<file path="config.mk">
export PLATFORM = sky130hd
export DESIGN_NAME = servo_move_sequencer
export DESIGN_NICKNAME = d
export VERILOG_FILES = /design/src/rtl/servo_pkg.sv /design/src/rtl/slew_step.sv /design/src/rtl/servo_move_sequencer.sv
export SDC_FILE = /design/constraint.sdc
export NUM_CORES = 1
export LEC_CHECK = 0
export ABC_CLOCK_PERIOD_IN_PS = 10400
export CORE_AREA = 2 2 145 217
export DETAILED_ROUTE_END_ITERATION = 12
export DIE_AREA = 0 0 147 219
export PLACE_DENSITY_LB_ADDON = 0.12
export SYNTH_ARGS = -nofsm -noshare
export SYNTH_HDL_FRONTEND = slang
export SYNTH_SLANG_ARGS = --single-unit
</file>
<file path="constraint.sdc">
create_clock -name clk -period 10.4 [get_ports clk]
set_input_delay 1.56 -clock clk [delete_from_list [all_inputs] [get_ports clk]]
set_output_delay 1.56 -clock clk [all_outputs]
set_load 0.02 [all_outputs]
</file>
<file path="src/rtl/servo_pkg.sv">
// Shared servo types: FSM state codes, packed 4-joint angle vector, angle defaults.
// Used by the move sequencer and the PWM / angle-decode blocks.
package servo_pkg;

    typedef logic [2:0] state_t;

    localparam state_t ST_IDLE   = 3'd0;
    localparam state_t ST_LATCH  = 3'd1;
    localparam state_t ST_RAMP   = 3'd2;
    localparam state_t ST_SETTLE = 3'd3;
    localparam state_t ST_DONE   = 3'd4;

    // Index 0 is joint 1, matching the {j4,j3,j2,j1} bus packing.
    typedef logic [3:0][7:0] angles_t;

    localparam int HOME_ANGLE_DEF = 90;
    localparam int MAX_ANGLE_DEF  = 180;

    function automatic logic [7:0] clamp_angle(input logic [7:0] a, input logic [7:0] lim);
        return (a > lim) ? lim : a;
    endfunction

endpackage

</file>
<file path="src/rtl/slew_step.sv">
// One joint's slew step toward its target, never overshooting.
// Purely combinational; the difference is formed before stepping so 8-bit math cannot wrap.
module slew_step #(
    parameter int STEP = 1
) (
    input  logic [7:0] cur,
    input  logic [7:0] tgt,
    output logic [7:0] nxt,
    output logic       at_target
);

    logic [7:0] diff;
    logic [7:0] mv;

    always_comb begin
        diff      = (tgt > cur) ? (tgt - cur) : (cur - tgt);
        mv        = (diff < 8'(STEP)) ? diff : 8'(STEP);
        nxt       = (tgt > cur) ? (cur + mv) : (cur - mv);
        at_target = (cur == tgt);
    end

endmodule

</file>
<file path="src/rtl/servo_move_sequencer.sv">
// Arbitrates auto/manual move requests, slew-limits the 4-joint arm, pulses move_complete.
// Latency: grant 1 cycle after the request is seen in IDLE; done (max_delta/STEP+SETTLE_TICKS)*TICK_DIV+3 cycles after it.
// Backpressure: requests are levels held until their gnt pulse; MANUAL_PREEMPT_EN lets manual abort an auto move.
module servo_move_sequencer
    import servo_pkg::*;
#(
    parameter int TICK_DIV     = 50000,
    parameter int STEP         = 1,
    parameter int SETTLE_TICKS = 20,
    parameter int MAX_ANGLE    = MAX_ANGLE_DEF,
    parameter int HOME_ANGLE   = HOME_ANGLE_DEF
) (
    input  logic        clk,
    input  logic        rst,
    input  logic        auto_req,
    input  logic [31:0] auto_angles,
    output logic        auto_gnt,
    input  logic        man_req,
    input  logic [31:0] man_angles,
    output logic        man_gnt,
    output logic [7:0]  angle1,
    output logic [7:0]  angle2,
    output logic [7:0]  angle3,
    output logic [7:0]  angle4,
    output logic        busy,
    output logic        active_src,
`ifdef MANUAL_PREEMPT_EN
    output logic        auto_abort,
`endif
    output logic        move_complete
);

    localparam int TW = $clog2(TICK_DIV);
    localparam int SW = (SETTLE_TICKS > 1) ? $clog2(SETTLE_TICKS) : 1;

    state_t          state;
    angles_t         cur;
    angles_t         tgt;
    angles_t         nxt;
    angles_t         req_ang;
    angles_t         clamped;
    logic [3:0]      at_tgt;
    logic [TW-1:0]   tick_cnt;
    logic [SW-1:0]   settle_cnt;
    logic            tick_wrap;
    logic            preempt;

    always_comb begin
        req_ang = active_src ? angles_t'(man_angles) : angles_t'(auto_angles);
        for (int j = 0; j < 4; j++) begin
            clamped[j] = clamp_angle(req_ang[j], 8'(MAX_ANGLE));
        end
    end

    for (genvar j = 0; j < 4; j++) begin : g_joint
        slew_step #(.STEP(STEP)) u_step (
            .cur       (cur[j]),
            .tgt       (tgt[j]),
            .nxt       (nxt[j]),
            .at_target (at_tgt[j])
        );
    end

    assign tick_wrap = (tick_cnt == TW'(TICK_DIV - 1));

`ifdef MANUAL_PREEMPT_EN
    logic abort_q;
    assign preempt    = man_req && !active_src && ((state == ST_RAMP) || (state == ST_SETTLE));
    assign auto_abort = abort_q;

    always_ff @(posedge clk or negedge rst) begin
        if (!rst) begin
            abort_q <= 1'b0;
        end else begin
            abort_q <= preempt;
        end
    end
`else
    assign preempt = 1'b0;
`endif

    always_ff @(posedge clk or negedge rst) begin
        if (!rst) begin
            state      <= ST_IDLE;
            active_src <= 1'b0;
            cur        <= {4{8'(HOME_ANGLE)}};
            tgt        <= {4{8'(HOME_ANGLE)}};
            tick_cnt   <= '0;
            settle_cnt <= '0;
        end else if (preempt) begin
            // Joints stay where they are; they become the start point of the manual ramp.
            state      <= ST_LATCH;
            active_src <= 1'b1;
        end else begin
            case (state)
                ST_IDLE: begin
                    if (man_req) begin
                        state      <= ST_LATCH;
                        active_src <= 1'b1;
                    end else if (auto_req) begin
                        state      <= ST_LATCH;
                        active_src <= 1'b0;
                    end
                end
                ST_LATCH: begin
                    tgt      <= clamped;
                    tick_cnt <= '0;
                    state    <= ST_RAMP;
                end
                ST_RAMP: begin
                    if (&at_tgt) begin
                        state      <= ST_SETTLE;
                        tick_cnt   <= '0;
                        settle_cnt <= '0;
                    end else if (tick_wrap) begin
                        tick_cnt <= '0;
                        cur      <= nxt;
                    end else begin
                        tick_cnt <= tick_cnt + TW'(1);
                    end
                end
                ST_SETTLE: begin
                    if (SETTLE_TICKS == 0) begin
                        state <= ST_DONE;
                    end else if (tick_wrap) begin
                        tick_cnt <= '0;
                        if (settle_cnt == SW'(SETTLE_TICKS - 1)) begin
                            state <= ST_DONE;
                        end else begin
                            settle_cnt <= settle_cnt + SW'(1);
                        end
                    end else begin
                        tick_cnt <= tick_cnt + TW'(1);
                    end
                end
                ST_DONE: state <= ST_IDLE;
                default: state <= ST_IDLE;
            endcase
        end
    end

    assign auto_gnt      = (state == ST_LATCH) && !active_src;
    assign man_gnt       = (state == ST_LATCH) && active_src;
    assign busy          = (state != ST_IDLE);
    assign move_complete = (state == ST_DONE);

    assign angle1 = cur[0];
    assign angle2 = cur[1];
    assign angle3 = cur[2];
    assign angle4 = cur[3];

endmodule

</file>
==> metrics <==
DRC viols=0; Crit path buffers/inverters=1; Critical R2R Launch=angle1[3]$_DFFE_PN1P_; P per Cell Area=95.2 nW/um^2; grt ovf=0; crit-path cells=inv_1 > ha_1 > nand4_1 > or2_2 > o21ai_1 > nor2_1 > a211oi_1 > nor3_1 > ha_1 > nand2_1 > ha_1 > nor2b_1 > o21ai_0 > a21oi_1 > o31ai_1 > or4_1 > a21boi_0 > a2111oi_0 > or4b_1; drt first pass iters=6; RSZ-0062 raised after global routing=no; Routed Antenna Nets=0; initial antenna violation count=1; met3 usage=1.95%; critical path data arrival time=5.87 ns; worst skew pair latency=0.37 ns; status=complete, no violations; Syn Area/Cell=8.19 um^2; tightest hold margin=0.501 ns; first-pass GRT wire length=43.1 mm; DR vias=8136; setup_tns=0 ns; Clock Skew=0.00794 ns; Layout Nets=1356; Max Buffers Root-to-Sink=2; worst reg-to-reg path cell count=19; CTS clk-pin slew, worst paths=0.07 ns; Final setup viols=0; root buffer cell=clkbuf_16; ys async rst share=100%; final wirelength=26.4 mm; Worst Setup End Kind=flip-flop; met1 usage=19.0%; Avg WL per Cell=16.6 um; DP Wirelength=20.5 mm; worst min path class=flip-flop to flip-flop; Post-CTS Setup Repair Bufs=0; Ports=105; placed inst area=10400 um^2; slew margin rel.=39.7%; synthesis-to-finish area growth=19.6%; Slew Viols, Final=0; Critical R2R Capture=angle1[7]$_DFFE_PN0P_; cts bufs inserted=9; R2R setup slack=4.77 ns; layout cells sized above 1=7.33%; LEAKAGE=4.80 nW; post-synth cell types=82; Mapped Area=8980 um^2; PortBufs=104; post-route cell area=10700 um^2; DR vias/cell=5.13; cell row count=78; CTS sink count=89; Die X=147 um; WHS Path Cells=1; die area=32200 um^2; GPL Wtd Cong=0.877; worst hold start=tick_cnt[3]$_DFFE_PN0P_; Largest delay share family, worst path=compound AO/OA/AOI/OAI gates; Hold Fails Final Rpt=0; drt initial violations=315; peak supply drop=0.0000736 V; Primary FF master, synth=dfrtp_1; Post-synth EDFFs=0; Worst setup SP type=flip-flop; n_diodes=0; cts hold-fix bufs=0; largest net degree at the start of global routing=66; data required time of the critical path=10.64 ns; synthesized flop and latch total=89; H-Tree Depth=3; min cycle time layout=5.63 ns; Die H=219 um; met2 Use GR=31.6%; Min-Delay Endpoint=tick_cnt[3]$_DFFE_PN0P_; Least-Margin Pin Slew=0.905 ns; CP max stage cell=dfstp_2; post-synthesis cell count=1097; Yosys warnings=0; number of max-cap violations=0; Post-CTS Resized=0; CTS tree=built; worst stage delay on the critical path=0.57 ns; Seq/Total Area, Yosys=25.2%; number of global-route vias before repair=8346; Worst Path Max Fanout=14; cell mode on critical path=ha_1; Fmax achieved=178 MHz; core area=30300 um^2; gr usage total=16.8%; Starting Density=29.7%; Crit Path Category=flip-flop to flip-flop; Most Crowded Layer GR=met2; Final period util=54.1%
[power by group]
group	total, mW	internal, mW	switching [mW]
sequential	0.377	0.365	0.0117
clock	0.388	0.236	0.152
combinational	0.258	0.113	0.145
total	1.02	0.714	0.309
[worst max path at each step]
stage                          start               endpoint  slack [ns]  cells past startpoint
5_1_grt        angle4[4]$_DFFE_PN1P_  angle4[7]$_DFFE_PN0P_        4.12                     21
3_5_place_dp   angle4[4]$_DFFE_PN1P_  angle4[7]$_DFFE_PN0P_        4.76                     21
6_report       angle1[3]$_DFFE_PN1P_  angle1[7]$_DFFE_PN0P_        4.77                     19
3_3_place_gp   angle1[4]$_DFFE_PN1P_  angle1[7]$_DFFE_PN0P_        4.85                     19
4_1_cts        angle4[4]$_DFFE_PN1P_  angle4[7]$_DFFE_PN0P_        4.75                     21
2_1_floorplan  angle4[1]$_DFFE_PN1P_  angle4[7]$_DFFE_PN0P_        5.36                     19
[layout by cell type, fill, tap and decap left out, drive strengths merged, types with 15 or more instances in the layout]
cell type / count
nand3: 18
xnor2: 18
ha: 94
clkdlybuf4s50: 103
o21ai: 103
a21oi: 65
nor3b: 15
nand4: 26
nor2: 71
nand2: 97
nor3: 30
inv: 99
mux2i: 34
dfrtp: 57
nand2b: 24
xor2: 22
a21o: 25
dfstp: 32
[sequential cells by signal, summed over array words and instances, names as in the netlist]
signal	count
angle2	8
tick_cnt	16
angle3	8
angle4	8
angle1	8
tgt	32
active_src	1
settle_cnt	5
state	3
[Yosys cell counts (all sizes together) (22+ instances only)]
cell	instances	share of area (%)
nand2b	24	1.7
ha	94	13
inv	99	4.1
dfrtp	57	16
a21o	25	2.2
xor2	22	2.1
mux2i	34	3.8
o21ai	103	5.7
nor2	71	3.0
nand2	97	4.1
clkbuf	26	1.1
a21oi	65	3.7
nand4	26	2.0
nor3	30	1.7
dfstp	32	9.4
[cells by family (layout without fill, tap and decap cells)]
family | after synthesis | in the layout | synth area share [%]
AND/OR/NAND/NOR | 373 | 373 | 22.3
AO/OA/AOI/OAI | 309 | 309 | 22.2
buffers and inverters | 141 | 228 | 6.31
adder cells (fa/ha/maj) | 106 | 106 | 15.8
flip-flops | 89 | 89 | 25.2
XOR/XNOR | 40 | 40 | 3.90
multiplexers | 38 | 38 | 4.29
other | 1 | 4 | 0.0417
[layer usage]
layer | routed length [um] | share of wire (%)
met5 | 13 | 0.049
met3 | 788 | 3.0
met4 | 790 | 3.0
met2 | 13700 | 52
met1 | 11100 | 42
[cell type report]
type,instances,area [um^2]
clock buffers,13,240
clock inverters,3,90.1
fillers,3205,19500
inverters,100,377
multi-input cells,870,6170
flip-flops and latches,89,2270
well taps,400,500
repair buffers,112,1100
[per-stage QoR]
| step | worst slack, ns | power (mW) | cells | utilization [%] |
|---|---|---|---|---|
| 3_3_place_gp | 4.85 | 0.641 | 1571 | 34.4 |
| 5_1_grt | 4.12 | 1.09 | 1587 | 35.5 |
| 4_1_cts | 4.75 | 1.04 | 1587 | 35.5 |
| 2_1_floorplan | 5.36 | 0.557 | 1100 | - |
| 3_5_place_dp | 4.76 | 0.641 | 1571 | 34.4 |
| 6_report | 4.77 | 1.02 | 1587 | 35.5 |
Note: power is estimated with default switching activity, not from simulation.
